`config.mk`:
```
export PLATFORM = sky130hd
export DESIGN_NAME = sd_init_sequencer_flat
export DESIGN_NICKNAME = d
export VERILOG_FILES = /design/src/rtl/sd_init_sequencer_if.sv /design/src/rtl/sd_init_sequencer.sv /design/src/flat_wrapper.sv
export SDC_FILE = /design/constraint.sdc
export NUM_CORES = 1
export LEC_CHECK = 0
export CAP_MARGIN = 20
export CORE_MARGIN = 10
export CORE_UTILIZATION = 43
export DETAILED_ROUTE_END_ITERATION = 16
export PLACE_DENSITY = 0.84
export SLEW_MARGIN = 20
export SYNTH_ARGS = -nofsm -noshare
export SYNTH_HDL_FRONTEND = slang
export SYNTH_SLANG_ARGS = --single-unit
export TNS_END_PERCENT = 20
```
`constraint.sdc`:
```
create_clock -name sd_clk -period 2.61 [get_ports sd_clk]
set_input_delay 0.261 -clock sd_clk [delete_from_list [all_inputs] [get_ports sd_clk]]
set_output_delay 0.261 -clock sd_clk [all_outputs]
set_load 0.05 [all_outputs]
```
`src/rtl/sd_init_sequencer_if.sv`:
```
// rtl/sd_init_sequencer_if.sv - command-master port bundle driven by the SD init sequencer
interface sd_init_sequencer_if;
  logic        start_o;
  logic [13:0] command_o;
  logic [31:0] argument_o;
  logic [15:0] timeout_o;
  logic        int_status_rst_o;
  logic [4:0]  int_status_i;
  logic [31:0] response_0_i;

  modport master (
    output start_o, command_o, argument_o, timeout_o, int_status_rst_o,
    input  int_status_i, response_0_i
  );

  modport slave (
    input  start_o, command_o, argument_o, timeout_o, int_status_rst_o,
    output int_status_i, response_0_i
  );
endinterface

```
`src/rtl/sd_init_sequencer.sv`:
```
// rtl/sd_init_sequencer.sv - SD card identification sequencer (CMD0, CMD8, CMD55/ACMD41, CMD2, CMD3)
module sd_init_sequencer #(
  parameter logic [15:0] CMD_TIMEOUT = 16'd4095,
  parameter logic [15:0] POLL_DELAY  = 16'd1000,
  parameter logic [15:0] MAX_RETRIES = 16'd1000
) (
  input  logic                 sd_clk,
  input  logic                 rst,
  input  logic                 start_i,
  output logic                 busy_o,
  output logic                 done_o,
  output logic                 error_o,
  output logic [2:0]           err_code_o,
  output logic                 v2_o,
  output logic                 ccs_o,
  output logic [15:0]          rca_o,
  sd_init_sequencer_if.master  cmd_if
);

  typedef enum logic [2:0] {
    S_IDLE, S_ISSUE, S_WAIT, S_CHECK, S_DELAY, S_DONE, S_FAIL
  } state_t;

  typedef enum logic [2:0] {
    ST_CMD0, ST_CMD8, ST_CMD55, ST_ACMD41, ST_CMD2, ST_CMD3
  } step_t;

  localparam int STAT_EI  = 1;
  localparam int STAT_CTE = 2;

  state_t      r_state, w_state_next;
  step_t       r_step, w_step_next;
  logic        r_done, w_done_next;
  logic        r_error, w_error_next;
  logic [2:0]  r_err_code, w_err_code_next;
  logic        r_v2, w_v2_next;
  logic        r_ccs, w_ccs_next;
  logic [15:0] r_rca, w_rca_next;
  logic [15:0] r_retry, w_retry_next;
  logic [15:0] r_delay, w_delay_next;
  logic [4:0]  r_status, w_status_next;
  logic [13:0] r_command, w_command_next;
  logic [31:0] r_argument, w_argument_next;
  logic        w_delay_last;
  logic        w_unused;

  function automatic logic [13:0] cmd_word(input step_t step);
    case (step)
      ST_CMD0:   cmd_word = 14'h0000;
      ST_CMD8:   cmd_word = 14'h0819;
      ST_CMD55:  cmd_word = 14'h3719;
      ST_ACMD41: cmd_word = 14'h2901;
      ST_CMD2:   cmd_word = 14'h020A;
      ST_CMD3:   cmd_word = 14'h0319;
      default:   cmd_word = 14'h0000;
    endcase
  endfunction

  function automatic logic [31:0] cmd_arg(input step_t step, input logic v2);
    case (step)
      ST_CMD8:   cmd_arg = 32'h0000_01AA;
      ST_ACMD41: cmd_arg = {1'b0, v2, 6'b0, 24'hFF8000};
      default:   cmd_arg = 32'h0000_0000;
    endcase
  endfunction

  function automatic logic [2:0] step_code(input step_t step);
    case (step)
      ST_CMD0:   step_code = 3'd1;
      ST_CMD8:   step_code = 3'd2;
      ST_CMD55:  step_code = 3'd3;
      ST_ACMD41: step_code = 3'd3;
      ST_CMD2:   step_code = 3'd5;
      ST_CMD3:   step_code = 3'd6;
      default:   step_code = 3'd0;
    endcase
  endfunction

  // 17-bit compare so a zero POLL_DELAY still leaves DELAY after one cycle
  assign w_delay_last = ({1'b0, r_delay} + 17'd1) >= {1'b0, POLL_DELAY};

  always_comb begin
    w_state_next    = r_state;
    w_step_next     = r_step;
    w_done_next     = r_done;
    w_error_next    = r_error;
    w_err_code_next = r_err_code;
    w_v2_next       = r_v2;
    w_ccs_next      = r_ccs;
    w_rca_next      = r_rca;
    w_retry_next    = r_retry;
    w_delay_next    = r_delay;
    w_status_next   = r_status;
    w_command_next  = r_command;
    w_argument_next = r_argument;

    case (r_state)
      S_IDLE, S_DONE, S_FAIL: begin
        if (start_i) begin
          w_done_next     = 1'b0;
          w_error_next    = 1'b0;
          w_err_code_next = 3'd0;
          w_v2_next       = 1'b0;
          w_ccs_next      = 1'b0;
          w_rca_next      = 16'd0;
          w_retry_next    = 16'd0;
          w_step_next     = ST_CMD0;
          w_state_next    = S_ISSUE;
        end
      end

      S_ISSUE: w_state_next = S_WAIT;

      S_WAIT: begin
        if (cmd_if.int_status_i != 5'd0) begin
          w_status_next = cmd_if.int_status_i;
          w_state_next  = S_CHECK;
        end
      end

      S_CHECK: begin
        if (r_status[STAT_EI]) begin
          // A v1 card does not answer CMD8, which shows up as a timeout
          if (r_step == ST_CMD8 && r_status[STAT_CTE]) begin
            w_v2_next    = 1'b0;
            w_step_next  = ST_CMD55;
            w_state_next = S_ISSUE;
          end else begin
            w_err_code_next = step_code(r_step);
            w_error_next    = 1'b1;
            w_state_next    = S_FAIL;
          end
        end else begin
          case (r_step)
            ST_CMD0: begin
              w_step_next  = ST_CMD8;
              w_state_next = S_ISSUE;
            end
            ST_CMD8: begin
              if (cmd_if.response_0_i[11:0] != 12'h1AA) begin
                w_err_code_next = 3'd2;
                w_error_next    = 1'b1;
                w_state_next    = S_FAIL;
              end else begin
                w_v2_next    = 1'b1;
                w_step_next  = ST_CMD55;
                w_state_next = S_ISSUE;
              end
            end
            ST_CMD55: begin
              if (r_retry < MAX_RETRIES) begin
                w_retry_next = r_retry + 16'd1;
              end
              w_step_next  = ST_ACMD41;
              w_state_next = S_ISSUE;
            end
            ST_ACMD41: begin
              if (cmd_if.response_0_i[31]) begin
                w_ccs_next   = cmd_if.response_0_i[30];
                w_step_next  = ST_CMD2;
                w_state_next = S_ISSUE;
              end else if (r_retry >= MAX_RETRIES) begin
                w_err_code_next = 3'd4;
                w_error_next    = 1'b1;
                w_state_next    = S_FAIL;
              end else begin
                w_delay_next = 16'd0;
                w_state_next = S_DELAY;
              end
            end
            ST_CMD2: begin
              w_step_next  = ST_CMD3;
              w_state_next = S_ISSUE;
            end
            ST_CMD3: begin
              w_rca_next   = cmd_if.response_0_i[31:16];
              w_done_next  = 1'b1;
              w_state_next = S_DONE;
            end
            default: begin
              w_err_code_next = 3'd0;
              w_error_next    = 1'b1;
              w_state_next    = S_FAIL;
            end
          endcase
        end
      end

      S_DELAY: begin
        if (w_delay_last) begin
          w_step_next  = ST_CMD55;
          w_state_next = S_ISSUE;
        end else begin
          w_delay_next = r_delay + 16'd1;
        end
      end

      default: w_state_next = S_IDLE;
    endcase

    // Command word is latched on the way into ISSUE, so it is frozen through WAIT
    if (w_state_next == S_ISSUE) begin
      w_command_next  = cmd_word(w_step_next);
      w_argument_next = cmd_arg(w_step_next, w_v2_next);
    end
  end

  always_ff @(posedge sd_clk or posedge rst) begin
    if (rst) begin
      r_state    <= S_IDLE;
      r_step     <= ST_CMD0;
      r_done     <= 1'b0;
      r_error    <= 1'b0;
      r_err_code <= 3'd0;
      r_v2       <= 1'b0;
      r_ccs      <= 1'b0;
      r_rca      <= 16'd0;
      r_retry    <= 16'd0;
      r_delay    <= 16'd0;
      r_status   <= 5'd0;
      r_command  <= 14'd0;
      r_argument <= 32'd0;
    end else begin
      r_state    <= w_state_next;
      r_step     <= w_step_next;
      r_done     <= w_done_next;
      r_error    <= w_error_next;
      r_err_code <= w_err_code_next;
      r_v2       <= w_v2_next;
      r_ccs      <= w_ccs_next;
      r_rca      <= w_rca_next;
      r_retry    <= w_retry_next;
      r_delay    <= w_delay_next;
      r_status   <= w_status_next;
      r_command  <= w_command_next;
      r_argument <= w_argument_next;
    end
  end

  assign busy_o     = (r_state == S_ISSUE) || (r_state == S_WAIT) ||
                      (r_state == S_CHECK) || (r_state == S_DELAY);
  assign done_o     = r_done;
  assign error_o    = r_error;
  assign err_code_o = r_err_code;
  assign v2_o       = r_v2;
  assign ccs_o      = r_ccs;
  assign rca_o      = r_rca;

  assign cmd_if.start_o          = (r_state == S_ISSUE);
  assign cmd_if.int_status_rst_o = (r_state == S_ISSUE) || (r_state == S_CHECK);
  assign cmd_if.command_o        = r_command;
  assign cmd_if.argument_o       = r_argument;
  assign cmd_if.timeout_o        = CMD_TIMEOUT;

  assign w_unused = ^{cmd_if.response_0_i[15:12], r_status[4:3], r_status[0]};

endmodule

```
`src/flat_wrapper.sv`:
```
// flat-port wrapper written by rule: the top's interface ports become plain ports
module sd_init_sequencer_flat 
#(
  parameter logic [15:0] CMD_TIMEOUT = 16'd4095,
  parameter logic [15:0] POLL_DELAY  = 16'd1000,
  parameter logic [15:0] MAX_RETRIES = 16'd1000
)
  (sd_clk, rst, start_i, busy_o, done_o, error_o, err_code_o, v2_o, ccs_o, rca_o, cmd_if_start_o, cmd_if_command_o, cmd_if_argument_o, cmd_if_timeout_o, cmd_if_int_status_rst_o, cmd_if_int_status_i, cmd_if_response_0_i);
  sd_init_sequencer_if cmd_if_i ();
  input  logic sd_clk;
  input  logic rst;
  input  logic start_i;
  output logic busy_o;
  output logic done_o;
  output logic error_o;
  output logic [2:0] err_code_o;
  output logic v2_o;
  output logic ccs_o;
  output logic [15:0] rca_o;
  output wire logic [$bits(cmd_if_i.start_o)-1:0] cmd_if_start_o;
  output wire logic [$bits(cmd_if_i.command_o)-1:0] cmd_if_command_o;
  output wire logic [$bits(cmd_if_i.argument_o)-1:0] cmd_if_argument_o;
  output wire logic [$bits(cmd_if_i.timeout_o)-1:0] cmd_if_timeout_o;
  output wire logic [$bits(cmd_if_i.int_status_rst_o)-1:0] cmd_if_int_status_rst_o;
  input wire logic [$bits(cmd_if_i.int_status_i)-1:0] cmd_if_int_status_i;
  input wire logic [$bits(cmd_if_i.response_0_i)-1:0] cmd_if_response_0_i;
  assign cmd_if_start_o = cmd_if_i.start_o;
  assign cmd_if_command_o = cmd_if_i.command_o;
  assign cmd_if_argument_o = cmd_if_i.argument_o;
  assign cmd_if_timeout_o = cmd_if_i.timeout_o;
  assign cmd_if_int_status_rst_o = cmd_if_i.int_status_rst_o;
  assign cmd_if_i.int_status_i = cmd_if_int_status_i;
  assign cmd_if_i.response_0_i = cmd_if_response_0_i;
  sd_init_sequencer #(.CMD_TIMEOUT(CMD_TIMEOUT), .POLL_DELAY(POLL_DELAY), .MAX_RETRIES(MAX_RETRIES)) u_core (.sd_clk(sd_clk), .rst(rst), .start_i(start_i), .busy_o(busy_o), .done_o(done_o), .error_o(error_o), .err_code_o(err_code_o), .v2_o(v2_o), .ccs_o(ccs_o), .rca_o(rca_o), .cmd_if(cmd_if_i));
endmodule
```
==> flow_metrics.py, run 1 <==
metrics = {
    "layout": {
        "instances_no_fill": 734,
        "drive_above_1_share_pct": 18.5,
        "antennaDiodeCount": 0,
        "area_delta_synth_final_pct": 36.6,
        "fin_nets": 640,
        "utilization_pct": 60.2,
    },
    "timing": {
        "fin_ws_ns": -0.240,
        "tns_ns": -2.36,
        "fin_skew_ns": 0.00499,
        "drv_slew": 0,
        "whs_ns": 0.303,
        "fmax_mhz": 351,
        "fin_crit_ns": 2.85,
        "hold_viol": 0,
        "min_period_over_period_pct": 109,
        "rsz0062_at_grt": "yes",
        "setup_viol": 18,
        "tightest_slew_ns": 0.767,
        "max-slew-margin-rel_pct": 48.8,
    },
    "drt": {
        "dr.pass1.iters": 5,
        "drc": 0,
        "drt_iter0_markers": 247,
        "ant_nets": 0,
        "wl_um": 12400,
        "vias": 3957,
        "post_drt_wl_per_cell_um": 16.9,
        "viasPerCell": 5.39,
    },
    "synthesis": {
        "yosysSeqAreaShare_pct": 43.8,
        "syn_area_um2": 4290,
        "synth_edf_count": 0,
        "synth_flop_cell": "dfrtp_1",
        "synth-compound-area-share_pct": 16.4,
        "ys_ff_latch": 75,
        "synth.distinct_cells": 64,
        "synthArstFlopShare_pct": 100,
        "synth_fa_ha_area_share_pct": 1.17,
        "syn_area_per_cell_um2": 8.99,
        "synthSimpleGateAreaFrac_pct": 22.5,
        "postSynthCellCount": 477,
        "synth_top_family_by_area": "simple AND/OR/NAND/NOR gates",
        "synthMuxAreaShare_pct": 1.49,
        "synth-warning-count": 0,
        "synth-xor-area-share_pct": 2.45,
    },
    "global_routing": {
        "grt_pass1_wl_um": 19700,
        "grt_pass1_vias": 4009,
        "grt.total_usage_pct": 16.3,
        "grt_start_max_net_pins": 76,
        "antenna_found_initial": 0,
        "overflow": 0,
    },
    "worst_setup_path": {
        "worstSetupStartpointType": "register",
        "endpoint_kind": "register",
        "cp_max_fo": 8,
        "worstPathArrival_ns": 3.09,
        "r2r-start": "u_core.r_delay[1]",
        "cp-startpoint": "u_core.r_delay[1]",
        "worstSetupPathType": "reg2reg",
        "rrSetupSlack_ns": -0.24,
        "timing.rr.end": "u_core.cmd_if.command_o[9]",
        "crit_required_ns": 2.85,
        "r2r_cells": 11,
    },
    "clock_network": {
        "cts_buffers": 9,
        "tritoncts": "yes",
        "max-clock-path-buffers": 2,
        "cts_root_buffer": "clkbuf_8",
        "clock-sinks": 75,
        "clock_latency_ns": 0.35,
        "clkTransAtPathRegs_ns": 0.08,
        "htree_levels": 3,
    },
    "floorplanning": {
        "die_width_um": 120,
        "initial_utilization_pct": 44.1,
        "dieHeight_um": 120,
        "die-area_um2": 14400,
        "ioPinCount": 128,
        "coreArea_um2": 9730,
        "fp-row-count": 36,
    },
    "placed_design": {
        "port-buffer-count": 86,
        "dp_hpwl_um": 8840,
        "place.gp.congestion": 0.954,
        "dp_cells": 713,
    },
    "run_status": {
        "violations": "negative setup slack",
        "outcome": "complete, but fails checks",
    },
    "min_path": {
        "min_path_type": "in2async",
    },
    "pwr": {
        "fin_total_pwr_mw": 6.42,
        "powerDensity_nw_per_um2": 1100,
        "leakage_nw": 2.63,
        "worst_ir_drop_vdd_v": 0.000754,
    },
    "flow_run": {
        "drv_cap": 0,
    },
}
where the power goes:
part	internal (mW)	leakage, nW	switching (mW)
sequential	1.46	1.01	0.278
clock	0.467	0.0926	0.419
combinational	1.34	1.53	2.46
total	3.26	2.63	3.16
worst max-delay path by stage:
stage	to	slack [ns]	depth (start not counted)
after global placement	u_core.cmd_if.command_o[8]	-0.12	11
after global routing	u_core.cmd_if.argument_o[8]	-0.36	12
after detailed placement	u_core.cmd_if.command_o[8]	-0.25	11
after floorplan	u_core.ccs_o	-0.06	10
final	u_core.cmd_if.command_o[9]	-0.24	11
after CTS	u_core.cmd_if.argument_o[8]	-0.18	12
cell families (layout without fill, tap and decap cells):
kind of cell	Yosys count	in the layout
flops	75	75
mux	6	6
buf+inv	85	174
other cells	2	37
xor+xnor	12	12
fa+ha+maj	4	4
compound gates	107	107
simple gates	186	186
final cells by class:
cell class | instances | area [um2]
clock inverters | 4 | 50.0
flip-flops and latches | 75 | 1880
clock buffers | 12 | 145
multi-input cells | 352 | 2240
inverters | 17 | 63.8
well taps | 133 | 166
repair buffers | 141 | 1320
fillers | 803 | 3870
per-stage QoR:
step / worst slack (ns) / area, um2
after global routing: -0.362 / 5860
after global placement: -0.118 / 5410
after detailed placement: -0.253 / 5410
after floorplan: -0.0639 / 4450
final: -0.240 / 5860
after CTS: -0.181 / 5750
placed cells by master (no fill, tap or decap), types with 4 or more instances in the layout:
cell type / n
clkbuf_8: 10
xor2_1: 9
conb_1: 37
nand4_1: 4
nor2_1: 30
buf_4: 46
and4_1: 5
a21oi_1: 13
o22ai_1: 4
nor2b_1: 4
and2_1: 10
a21o_1: 6
o21ai_0: 42
o31ai_1: 4
inv_1: 16
nand3_1: 15
nand2b_1: 5
nand2_1: 68
buf_6: 8
and3_1: 6
dfrtp_1: 74
a31oi_1: 5
clkdlybuf4s50_1: 86
Yosys cell counts (4+ instances only):
library cell   n  share of area [%]
nor2b_1        6               0.88
nor2_1        30                2.6
xor2_1         9                1.8
buf_2          5               0.58
nand2b_1       5               0.73
nor3b_1        4               0.70
ha_1           4                1.2
a31oi_1        6               0.88
nand2_1       69                6.0
dfrtp_1       75                 44
nor3_1         6               0.70
and2_1        10                1.5
inv_1         17                1.5
o21ai_0       44                5.1
o22ai_1        5               0.73
a21oi_1       13                1.5
and3_1         8                1.2
and4_1         6                1.2
clkbuf_1      12                1.1
o31ai_1        5               0.88
nand4_1        4               0.58
buf_4         51                8.9
a21o_1         6                1.1
nand3_1       17                2.0
routing by layer:
metal / wire length, um / GRT usage [%] / vias up / part of all wire [%]
li1: - / - / 1818 / -
met1: 4410 / 16.8 / 1911 / 36
met2: 6640 / 30.4 / 191 / 54
met3: 1020 / 5.20 / 37 / 8.2
met4: 318 / 5.35 / 0 / 2.6
met5: 0 / 0 / - / 0
repair_timing:
action                                 in CTS  in global routing
pin swaps                                  10                 10
endpoints found under the hold margin       0                  0
resized for setup                          18                 22
buffers inserted                            4                  1
setup endpoints to repair                  26                 40
hold buffers                                0                  0
sequential cells by signal, indices dropped and copies added (netlist names):
name                      count
u_core.r_delay               16
u_core.r_retry               16
u_core.r_state                3
u_core.ccs_o                  1
u_core.cmd_if.command_o       9
u_core.error_o                1
u_core.err_code_o             3
u_core.v2_o                   1
u_core.rca_o                 16
u_core.r_step                 3
u_core.r_status               2
u_core.cmd_if.argument_o      3
u_core.done_o                 1
worst max-delay path, stage by stage, from the launching register on:
cell	delay, ns
dfrtp_1	0.40
ha_4	0.19
nand4_4	0.18
o21a_1	0.25
o211ai_1	0.32
o32ai_4	0.16
o311ai_2	0.33
buf_4	0.18
nand3_1	0.13
nand3_2	0.13
buf_6	0.13
mux2_2	0.33
(Power assumes the default switching activity.)
==> run 2, diff against run 1 <==
--- a/config.mk
+++ b/config.mk
@@ -5,11 +5,12 @@
 export SDC_FILE = /design/constraint.sdc
 export NUM_CORES = 1
 export LEC_CHECK = 0
+export ABC_AREA = 1
 export CAP_MARGIN = 20
 export CORE_MARGIN = 10
-export CORE_UTILIZATION = 43
+export CORE_UTILIZATION = 44
 export DETAILED_ROUTE_END_ITERATION = 16
-export PLACE_DENSITY = 0.84
+export PLACE_DENSITY = 0.85
 export SLEW_MARGIN = 20
 export SYNTH_ARGS = -nofsm -noshare
 export SYNTH_HDL_FRONTEND = slang
==> run 2 against run 1 <==
Compared with the run above:
- wire length fell by 4.0%
- power rose by 2.1%
- clock-buffer cell count down 2
- via count is 2.8% higher
- the run now ends clean
- largest power group unchanged
- clock power is essentially flat
- highest routed layer unchanged
- critical path depth is 7 higher
- clock skew rose by 0.0054 ns
==> flow_metrics.py, run 2 <==
metrics = {
    "timing": {
        "max-slew-margin-rel_pct": 61.6,
        "whs_ns": 0.211,
        "fin_ws_ns": 0.208,
        "min_period_over_period_pct": 92.0,
        "hold_viol": 0,
        "rsz0062_at_grt": "no",
        "fmax_mhz": 416,
        "setup_viol": 0,
        "fin_crit_ns": 2.40,
        "drv_slew": 0,
        "tightest_slew_ns": 0.572,
        "tns_ns": 0,
        "fin_skew_ns": 0.0103,
    },
    "drt": {
        "viasPerCell": 4.91,
        "drt_iter0_markers": 328,
        "vias": 4068,
        "post_drt_wl_per_cell_um": 14.3,
        "dr.pass1.iters": 5,
        "wl_um": 11900,
        "drc": 0,
        "ant_nets": 0,
    },
    "global_routing": {
        "grt.total_usage_pct": 16.2,
        "grt_start_max_net_pins": 60,
        "antenna_found_initial": 0,
        "overflow": 0,
        "grt_pass1_wl_um": 19800,
        "grt_pass1_vias": 4119,
    },
    "synthesis": {
        "ys_top_cells_by_count": "nand2_1 (131), inv_1 (90), dfrtp_1 (75), nor2_1 (74), buf_4 (52)",
        "synth_flop_cell": "dfrtp_1",
        "synth.distinct_cells": 38,
        "syn_area_um2": 4500,
        "yosysSeqAreaShare_pct": 41.7,
        "synth_top_area_share_pct": 41.7,
        "postSynthCellCount": 611,
        "ys_ff_latch": 75,
        "yosysMostFrequentCell": "nand2_1",
        "synth_area_leaders": "dfrtp_1 (42%), nand2_1 (11%), buf_4 (8.7%)",
        "synthArstFlopShare_pct": 100,
        "synth-warning-count": 0,
        "synth_edf_count": 0,
        "synth_top_cell_by_area": "dfrtp_1",
        "syn_area_per_cell_um2": 7.36,
    },
    "worst_setup_path": {
        "endpoint_kind": "register",
        "crit_required_ns": 2.84,
        "rrSetupSlack_ns": 0.21,
        "worstPathArrival_ns": 2.64,
        "cp_max_fo": 10,
        "timing.rr.end": "u_core.cmd_if.command_o[3]",
        "r2r_cells": 18,
        "worstSetupStartpointType": "register",
        "worstSetupPathType": "reg2reg",
        "r2r-start": "u_core.r_step[0]",
    },
    "clock_network": {
        "tritoncts": "yes",
        "cts_buffers": 9,
        "clock_latency_ns": 0.35,
        "max-clock-path-buffers": 2,
        "cts_root_buffer": "clkbuf_8",
        "ctsHoldBuffers": 0,
        "htree_levels": 3,
        "clkTransAtPathRegs_ns": 0.08,
        "clock-sinks": 75,
    },
    "pwr": {
        "power_frac_clock_pct": 13.6,
        "seqPwrFrac_pct": 27.8,
        "fin_total_pwr_mw": 6.55,
        "swShare_pct": 52.7,
        "p_switching_mw": 3.45,
        "intPower_mw": 3.10,
        "power_frac_comb_pct": 58.7,
        "powerDensity_nw_per_um2": 1180,
        "leakage_nw": 2.61,
        "worst_ir_drop_vdd_v": 0.000697,
    },
    "run_status": {
        "outcome": "completed",
    },
    "layout": {
        "antennaDiodeCount": 0,
        "multi_input_area_um2": 1990,
        "fin_nets": 735,
        "fill_cells": 925,
        "final_cell_mix": "nand2_1 (131), inv_1 (88), clkdlybuf4s50_1 (86), nor2_1 (73), dfrtp_1 (72)",
        "drive_above_1_share_pct": 7.76,
        "area_delta_synth_final_pct": 22.9,
        "seqCellArea_um2": 1880,
        "final_common_cell": "nand2_1",
        "fin_area_um2": 5530,
    },
    "placed_design": {
        "post-place-ws_ns": 0.0746,
        "dp_hpwl_um": 9130,
        "place.gp.congestion": 0.909,
        "place_area_um2": 5310,
        "port-buffer-count": 86,
    },
    "floorplanning": {
        "dieHeight_um": 121,
        "die_width_um": 121,
        "initial_utilization_pct": 45.6,
        "ioPinCount": 128,
        "coreArea_um2": 9860,
        "fp-row-count": 36,
        "die-area_um2": 14700,
    },
    "flow_run": {
        "drv_cap": 0,
    },
    "min_path": {
        "min_path_type": "in2async",
    },
}
## run 2: worst max-delay path, stage by stage, from the launching register on
cell	delay (ns)
dfrtp_1	0.41
inv_2	0.10
nor2_2	0.15
inv_1	0.10
nor2_4	0.16
nand2_1	0.13
inv_1	0.11
nand2_1	0.06
nand2_1	0.05
inv_1	0.06
nand2_1	0.13
nand2_1	0.09
inv_1	0.08
nand3_2	0.07
nor2_2	0.15
buf_4	0.19
nor2_1	0.05
a21oi_1	0.11
nand2_1	0.07
## run 2: cells by family after synthesis
kind of cell    synth area share (%)
compound gates                  10.0
simple gates                    29.4
flops                           41.7
fa+ha+maj                       1.11
other cells                    0.167
xor+xnor                       0.195
buf+inv                         17.4
## run 2: layer usage
layer | track usage (%) | vias to the layer above | part of all wire (%)
li1 | - | 2008 | -
met1 | 18.9 | 1889 | 41
met2 | 27.8 | 155 | 50
met3 | 5.77 | 16 | 8.4
met4 | 4.15 | 0 | 1.5
met5 | 0 | - | 0
## run 2: power groups by stage
| stage | logic [mW] | clock network, mW | registers [mW] |
|---|---|---|---|
| CTS | 3.85 | 0.914 | 1.81 |
| detailed placement | 3.83 | 0 | 1.82 |
| global placement | 3.76 | 0 | 1.80 |
| global route | 4.19 | 0.976 | 1.87 |
| finish | 3.84 | 0.888 | 1.82 |
| floorplan | 2.17 | 0 | 2.47 |
## run 2: worst max path at each step
stage / from / to / slack (ns) / cells after the start
after floorplan: rst / u_core.ccs_o / 0.44 / 1
after global placement: u_core.r_delay[1] / u_core.cmd_if.command_o[13] / 0.17 / 14
after detailed placement: u_core.r_delay[1] / u_core.cmd_if.command_o[13] / 0.07 / 14
after CTS: u_core.r_delay[1] / u_core.cmd_if.command_o[13] / 0.02 / 14
after global routing: u_core.r_step[0] / u_core.cmd_if.command_o[3] / 0.001 / 18
final: u_core.r_step[0] / u_core.cmd_if.command_o[3] / 0.21 / 18
## run 2: cell type report
cell class                 instances  share of cell area, %
multi-input combinational        418                   36.0
clock buffer                      10                   2.31
sequential                        75                   34.0
timing repair buffer              95                   17.2
inverter                          92                   6.25
clock inverter                     6                   1.20
tap                              133                   3.01
## run 2: timing repair
item,CTS,global route
endpoints found under the hold margin,0,0
setup buffers,0,0
endpoints found under the setup margin,0,19
resized for setup,0,8
## run 2: per-stage QoR
| stage | utilization [%] | instances |
|---|---|---|
| 6_report | 56.1 | 829 |
| 3_5_place_dp | 53.8 | 813 |
| 4_1_cts | 55.8 | 829 |
| 2_1_floorplan | - | 646 |
| 3_3_place_gp | 53.8 | 813 |
| 5_1_grt | 56.1 | 829 |
